<file path="src/rtl/iter_div_unit.sv">
// rtl/iter_div_unit.sv - 32-bit iterative radix-2 restoring divider (optional macro DIV_EARLY_OUT_EN)
module iter_div_unit (
    input  logic        clk,
    input  logic        reset,
    input  logic        in_valid,
    output logic        in_ready,
    input  logic        div_signed,
    input  logic [31:0] src1,
    input  logic [31:0] src2,
    input  logic        flush,
    output logic        out_valid,
    input  logic        out_ready,
    output logic [31:0] quotient,
    output logic [31:0] remainder
);

    typedef enum logic [1:0] {
        IDLE = 2'd0,
        BUSY = 2'd1,
        DONE = 2'd2
    } state_t;

    state_t      state;
    state_t      state_next;

    logic [5:0]  count;
    logic [63:0] part_rem;
    logic [31:0] divisor;
    logic        q_neg;
    logic        r_neg;
    logic        div_zero;

    logic        accept;
    logic        early_out;
    logic [31:0] abs1;
    logic [31:0] abs2;
    logic [63:0] shifted;
    logic [32:0] diff;
    logic [63:0] step_rem;
    logic [31:0] q_fix;
    logic [31:0] r_fix;

    assign accept = in_valid & in_ready;
    assign abs1   = (div_signed & src1[31]) ? (~src1 + 32'd1) : src1;
    assign abs2   = (div_signed & src2[31]) ? (~src2 + 32'd1) : src2;

`ifdef DIV_EARLY_OUT_EN
    // Trivial cases (divide by zero, dividend smaller than divisor) need no iteration
    assign early_out = (src2 == 32'd0) || (abs1 < abs2);
`else
    assign early_out = 1'b0;
`endif

    // One restoring step plus the sign fix-up applied to its result
    always_comb begin
        shifted  = {part_rem[62:0], 1'b0};
        diff     = {1'b0, shifted[63:32]} - {1'b0, divisor};
        step_rem = diff[32] ? shifted : {diff[31:0], shifted[31:1], 1'b1};
        if (div_zero)
            q_fix = 32'hFFFF_FFFF;
        else if (q_neg)
            q_fix = ~step_rem[31:0] + 32'd1;
        else
            q_fix = step_rem[31:0];
        // With a zero divisor the high half ends as |src1|, so this restores src1
        r_fix = r_neg ? (~step_rem[63:32] + 32'd1) : step_rem[63:32];
    end

    // State register
    always_ff @(posedge clk) begin
        if (reset)
            state <= IDLE;
        else
            state <= state_next;
    end

    // Next-state logic; flush overrides everything
    always_comb begin
        state_next = state;
        case (state)
            IDLE:    if (accept) state_next = early_out ? DONE : BUSY;
            BUSY:    if (count == 6'd1) state_next = DONE;
            DONE:    if (out_ready) state_next = IDLE;
            default: state_next = IDLE;
        endcase
        if (flush)
            state_next = IDLE;
    end

    // Handshake outputs decoded from state
    always_comb begin
        in_ready  = (state == IDLE) & ~flush;
        out_valid = (state == DONE);
    end

    // Operand capture, iteration and result registers
    always_ff @(posedge clk) begin
        if (reset) begin
            count     <= 6'd0;
            part_rem  <= 64'd0;
            divisor   <= 32'd0;
            q_neg     <= 1'b0;
            r_neg     <= 1'b0;
            div_zero  <= 1'b0;
            quotient  <= 32'd0;
            remainder <= 32'd0;
        end else if (accept) begin
            part_rem <= {32'd0, abs1};
            divisor  <= abs2;
            q_neg    <= (src1[31] ^ src2[31]) & div_signed;
            r_neg    <= src1[31] & div_signed;
            div_zero <= (src2 == 32'd0);
            count    <= 6'd32;
            if (early_out) begin
                quotient  <= (src2 == 32'd0) ? 32'hFFFF_FFFF : 32'd0;
                remainder <= src1;
            end
        end else if (state == BUSY && !flush) begin
            part_rem <= step_rem;
            count    <= count - 6'd1;
            // Last step: results land in the same edge that enters DONE
            if (count == 6'd1) begin
                quotient  <= q_fix;
                remainder <= r_fix;
            end
        end
    end

endmodule

</file>
<file path="config.mk">
export PLATFORM = sky130hd
export DESIGN_NAME = iter_div_unit
export DESIGN_NICKNAME = d
export VERILOG_FILES = /design/src/rtl/iter_div_unit.sv
export SDC_FILE = /design/constraint.sdc
export NUM_CORES = 1
export LEC_CHECK = 0
export CAP_MARGIN = 0
export CELL_PAD_IN_SITES_DETAIL_PLACEMENT = 2
export CELL_PAD_IN_SITES_GLOBAL_PLACEMENT = 2
export CORE_MARGIN = 2
export CORE_UTILIZATION = 24
export CTS_CLUSTER_DIAMETER = 50
export DETAILED_ROUTE_END_ITERATION = 12
export PLACE_DENSITY = 0.69
export RECOVER_POWER = 100
export SLEW_MARGIN = 5
export SYNTH_ARGS = -nofsm -noshare
export SYNTH_HDL_FRONTEND = slang
export SYNTH_SLANG_ARGS = --single-unit
</file>
<file path="constraint.sdc">
create_clock -name clk -period 7.16 [get_ports clk]
set_input_delay 1.432 -clock clk [delete_from_list [all_inputs] [get_ports clk]]
set_output_delay 1.432 -clock clk [all_outputs]
set_load 0.05 [all_outputs]
</file>
Word level (Yosys, flattened, before mapping). Index checks and enable logic that the tools add are counted.

Add/sub/neg operators: 6. $mul: 0. Div/mod/pow operators: 0. Order comparisons: 0. Equal/unequal tests: 6. Shift-type cells: 0. Multiplexer cells: 14. Bitwise operators: 12. Reduce and logical (&&, ||, !) cells: 9.

Operator list (count): $mux 32 (7); $add 32x1->32 const B (4); $not 32->32 (4); $mux 64 (1); $sub 32x32->33 (1); $logic_not 32->1 (1); $mux 6 (2); $eq 6x1->1 const B (1); $mux 2 (3); $pmux 2 s3 (1); $reduce_and 3->1 (2); $sub 6x1->6 const B (1); $and 1x1->1 (5); $ne 2x2->1 const B (2); $reduce_or 2->1 (2); $eq 2x1->1 const B (1); $eq 2x2->1 const B (1); $logic_not 2->1 (1); $ne 2x1->1 const B (1); $not 1->1 (2); $reduce_bool 2->1 (1); $logic_and 1x1->1 (1); $logic_not 1->1 (1); $xor 1x1->1 (1).

Register bits after elaboration: 170. Latch bits: 0. RAM bits: 0. ROM bits: 0. Output and inout bits: 66. Memories kept: 0.

Logic depth before layout (Yosys ltp).
Depth in word-level cells: 6. Depth in mapped cells: 25.

Worst setup path before layout. OpenSTA, ideal clock, no wires.

Kind: reg2reg. Start: reg part_rem[31]. End: reg remainder[28]. Data arrival time: 4.861 ns. Slack: 2.167 ns. Stages on the path, launching flop included: 25. Buffers on the path: 4. Period minus slack after synthesis: 4.993 ns. Path through: dfxtp_1 > inv_1 > ha_1 > fa_1 > nor2b_4 > o31a_1 > o21ai_2 > a21oi_1 > or3_4 > buf_6 > buf_2 > buf_1 > clkbuf_1 > nand2_1 > o21ai_0 > ha_1 > nand2_1 > nor2_1 > nand3_1 > nor3_1 > nor2_1 > or4_4 > nor3_1 > mux2i_1 > a21oi_1.

Word-level cells in the longest chain between the ends: 5.

RTL lines: start, declared (RTL line 27) `logic [63:0] part_rem;`; start signal, assigned (RTL line 108) `part_rem <= {32'd0, abs1};`; start signal, assigned (RTL line 119) `part_rem <= step_rem;`; $sub 32x32->33 (RTL line 57) `diff = {1'b0, shifted[63:32]} - {1'b0, divisor};`; $mux 64 * (RTL line 58) `step_rem = diff[32] ? shifted : {diff[31:0], shifted[31:1], 1'b1};`; $not 32->32 (RTL line 66) `r_fix = r_neg ? (~step_rem[63:32] + 32'd1) : step_rem[63:32];`; $add 32x1->32 (RTL line 66); $mux 32 * (RTL line 66); end signal, assigned (RTL line 116) `remainder <= src1;`; end signal, assigned (RTL line 124) `remainder <= r_fix;`; end, declared (RTL line 14) `output logic [31:0] remainder`.

Mark *: on every way between the ends. The rest lies on a longest branch, timed or not. A chain may end at the register's enable or synchronous reset.

Worst setup path in the final report.
Start: in flush. End: reg part_rem[3].

Word-level cells in the longest chain between the ends: 4. Elaborated cells on any way between the ends: 7.

RTL lines: start, declared (RTL line 10) `input logic flush,`; $not 1->1 (RTL line 92) `in_ready = (state == IDLE) & ~flush;`; $and 1x1->1 (RTL line 92); $and 1x1->1 (RTL line 43) `assign accept = in_valid & in_ready;`; $mux 32 / $reduce_bool 2->1 (equally long branches).

Several ways; a longest one is shown, not always the timed one.

==> results.sh <==
export IMPL_status="finished, violations left"
export IMPL_violations="max-capacitance violations, max-slew violations"
export IMPL_die_h_um=226
export IMPL_relSlewSlack_pct=-118
export IMPL_ys_flop_type="dfxtp_1"
export IMPL_final_nets=1742
export IMPL_clock_latency_ps=460
export IMPL_cp_max_fo=51
export IMPL_cts_buffer_depth=2
export IMPL_leakage_nw=5.16
export IMPL_drtIter0Drc=506
export IMPL_vias=11918
export IMPL_cp_slowest_cell="and2_0"
export IMPL_layout_drive_gt1_share_pct=4.56
export IMPL_cp_start_kind="input pin"
export IMPL_netlist_area_um2=11800
export IMPL_ys_types=91
export IMPL_postCtsSetupBuffers=0
export IMPL_min_period_over_period_pct=82.5
export IMPL_fin_crit_ps=5910
export IMPL_finalSetupViolations=0
export IMPL_fp_row_count=81
export IMPL_numCtsBuffers=17
export IMPL_area_delta_synth_final_pct=20.1
export IMPL_comb_power_share_pct=32.4
export IMPL_cap_viol_max_count=4
export IMPL_timing_fmax_mhz=169
export IMPL_fin_tns_setup_ps=0
export IMPL_pwr_share_clk_pct=33.3
export IMPL_power_switching_mw=1.11
export IMPL_slew_violations=226
export IMPL_initial_core_util_pct=24.2
export IMPL_cts_tree="done"
export IMPL_required_ps=7350
export IMPL_swShare_pct=37.6
export IMPL_ctsHtreeMaxLevel=4
export IMPL_gp_congestion=0.870
export IMPL_clock_sinks=170
export IMPL_drt_wl_total_um=47400
export IMPL_core_um2=48700
export IMPL_fp_dieW_um=226
export IMPL_synth_edf_count=0
export IMPL_fillCellCount=5695
export IMPL_syn_num_nets=1675
export IMPL_wl_per_cell_um=20.5
export IMPL_postPlaceCellArea_um2=13600
export IMPL_die_area_um2=50900
export IMPL_cts_root_buf="clkbuf_16"
export IMPL_dp_hpwl_um=37000
export IMPL_worst_setup_path_end_kind="flop"
export IMPL_avgSynthCellArea_um2=7.53
export IMPL_fin_area_um2=14200
export IMPL_path_clk_slew_ps=70
export IMPL_pin_count=136
export IMPL_hold_viol=0
export IMPL_worstMarginPinSlew_ps=3270
export IMPL_grt_pass1_vias=12579
export IMPL_critical_path_class="input pin to flop"
export IMPL_max_vdd_ir_drop_uv=153
export IMPL_synthArstFlopShare_pct=0
export IMPL_grt_setup_unrepaired="no"
export IMPL_grt_max_degree=70
export IMPL_path_cells="dlygate4sd3_1 -> nor3_1 -> and2_0 -> nor2_1 -> clkbuf_1 -> a22oi_1 -> a21oi_1"
export IMPL_grt_overflow_total=0
export IMPL_ys_seq_area_share_pct=28.9
export IMPL_netlist_instances=1566
export IMPL_portBuffers=135
export IMPL_cts_resized_gates=0
export IMPL_grt_pass1_wl_um=74100
export IMPL_seq_power_share_pct=34.3
export IMPL_drc_errors=0
export IMPL_skew_ps=17.6
export IMPL_worstHoldPathType="flop to flop"
export IMPL_vias_per_cell=5.16
export IMPL_cts_hold_buf=0
export IMPL_p_int_mw=1.84
export IMPL_track_usage_pct=18.8
export IMPL_ys_warn_count=0
export IMPL_critPathArrivalTime_ps=6100
export IMPL_diodes=0
export IMPL_max_stage_delay_ps=2320
export IMPL_antenna_found_initial=1
export IMPL_ys_seq_elements=170
export IMPL_drt_first_pass_iters=5
export IMPL_p_per_area_nw_per_um2=209
export IMPL_postRouteAntennaNets=0
[state kept, by name, indices dropped and copies added (netlist names), 2 cells and up]
register,flops
part_rem,63
divisor,32
quotient,32
remainder,32
count,6
state,2
[power by group through the flow]
stage	Clock (mW)	Combinational, mW	Sequential, mW
after global placement	0	0.941	1.03
after detailed placement	0	0.963	1.04
after CTS	1.00	0.970	1.01
after global routing	1.04	1.06	1.02
final	0.982	0.957	1.01
after floorplan	0	0.670	1.02
[final cells by class]
type                    count  area, um^2  area share [%]
multi-input cells        1237        7690            54.3
flip-flops and latches    170        3400            24.0
repair buffers            147        1420            10.0
well taps                 664         831            5.87
clock buffers              19         453            3.20
inverters                  60         225            1.59
clock inverters            11         134           0.946
[critical path: cells and delay by family]
kind | cells | cell delay [ps]
buffers and inverters | 2 | 1260
AND/OR/NAND/NOR | 3 | 2840
AO/OA/AOI/OAI | 2 | 540
[cells in the final DEF, fill, tap and decap left out, drive strengths merged, types with 6 or more instances in the layout]
| master | n |
|---|---|
| a211oi | 71 |
| a21o | 12 |
| a21oi | 143 |
| a221oi | 6 |
| a22oi | 29 |
| a311oi | 13 |
| a31oi | 12 |
| and2 | 17 |
| and3 | 18 |
| and4 | 8 |
| buf | 7 |
| clkbuf | 25 |
| clkdlybuf4s50 | 67 |
| dfxtp | 170 |
| dlygate4sd3 | 67 |
| ha | 38 |
| inv | 65 |
| mux2i | 19 |
| nand2 | 180 |
| nand2b | 8 |
| nand3 | 24 |
| nand4 | 8 |
| nor2 | 178 |
| nor3 | 52 |
| nor3b | 9 |
| nor4 | 18 |
| o21a | 6 |
| o21ai | 87 |
| o22ai | 11 |
| o31ai | 29 |
| o41ai | 6 |
| or3 | 32 |
| or4 | 9 |
| xnor2 | 63 |
| xor2 | 57 |
[cells by family (layout without fill, tap and decap cells)]
| family | after synthesis | in the layout | share of synthesized area (%) |
|---|---|---|---|
| DFF | 170 | 170 | 28.9 |
| buffers and inverters | 159 | 237 | 5.53 |
| AOI/OAI and AO/OA | 474 | 474 | 26.9 |
| adders and majority gates | 39 | 39 | 4.20 |
| and+or+nand+nor | 581 | 581 | 23.6 |
| muxes | 23 | 23 | 2.00 |
| xor gates and xnor gates | 120 | 120 | 8.92 |
[cells in the mapped netlist (all sizes together), types with 18 or more instances]
master | count | area share, %
xor2 | 57 | 4.2
or3 | 32 | 1.8
clkbuf | 72 | 2.3
nand2 | 180 | 5.7
and3 | 18 | 0.97
a21oi | 143 | 6.3
a22oi | 29 | 2.0
nand3 | 24 | 1.0
buf | 27 | 1.3
mux2i | 19 | 1.6
inv | 60 | 1.9
dfxtp | 170 | 29
a211oi | 71 | 4.6
nor3 | 52 | 2.3
o21ai | 87 | 3.8
o31ai | 29 | 2.0
ha | 38 | 4.0
nor2 | 178 | 5.7
nor4 | 18 | 1.1
xnor2 | 63 | 4.7
[routing by layer]
layer  wire length (um)  track usage, %  vias to the layer above
li1                   -               -                     5793
met1              21900            23.8                     5944
met2              23200            33.0                      131
met3               1240            2.80                       50
met4               1030            5.45                        0
met5                  0               0                        -
[final timing paths]
kind / start / end / slack (ps) / cells past startpoint
worst min register to register: remainder[20]$_SDFFE_PP0P_ / remainder[20]$_SDFFE_PP0P_ / 450 / 2
worst min-delay path: remainder[20]$_SDFFE_PP0P_ / remainder[20]$_SDFFE_PP0P_ / 450 / 2
worst max register to register: part_rem[36]$_SDFFE_PP0P_ / quotient[28]$_SDFFE_PP0P_ / 1290 / 15
worst max-delay path: flush / part_rem[3]$_SDFFE_PP0P_ / 1250 / 7
[through the flow]
step                      util, %  std cells  hold slack [ps]  setup slack [ps]  power [mW]
after global placement       28.0       2277              444              2040        1.98
final                        29.0       2308              451              1250        2.95
after global routing         29.0       2308              479               660        3.12
after CTS                    29.2       2307              458              1860        2.99
after floorplan                 -       1566              432              2170        1.69
after detailed placement     28.0       2277              450              1920        2.00
(Power assumes the default switching activity.)
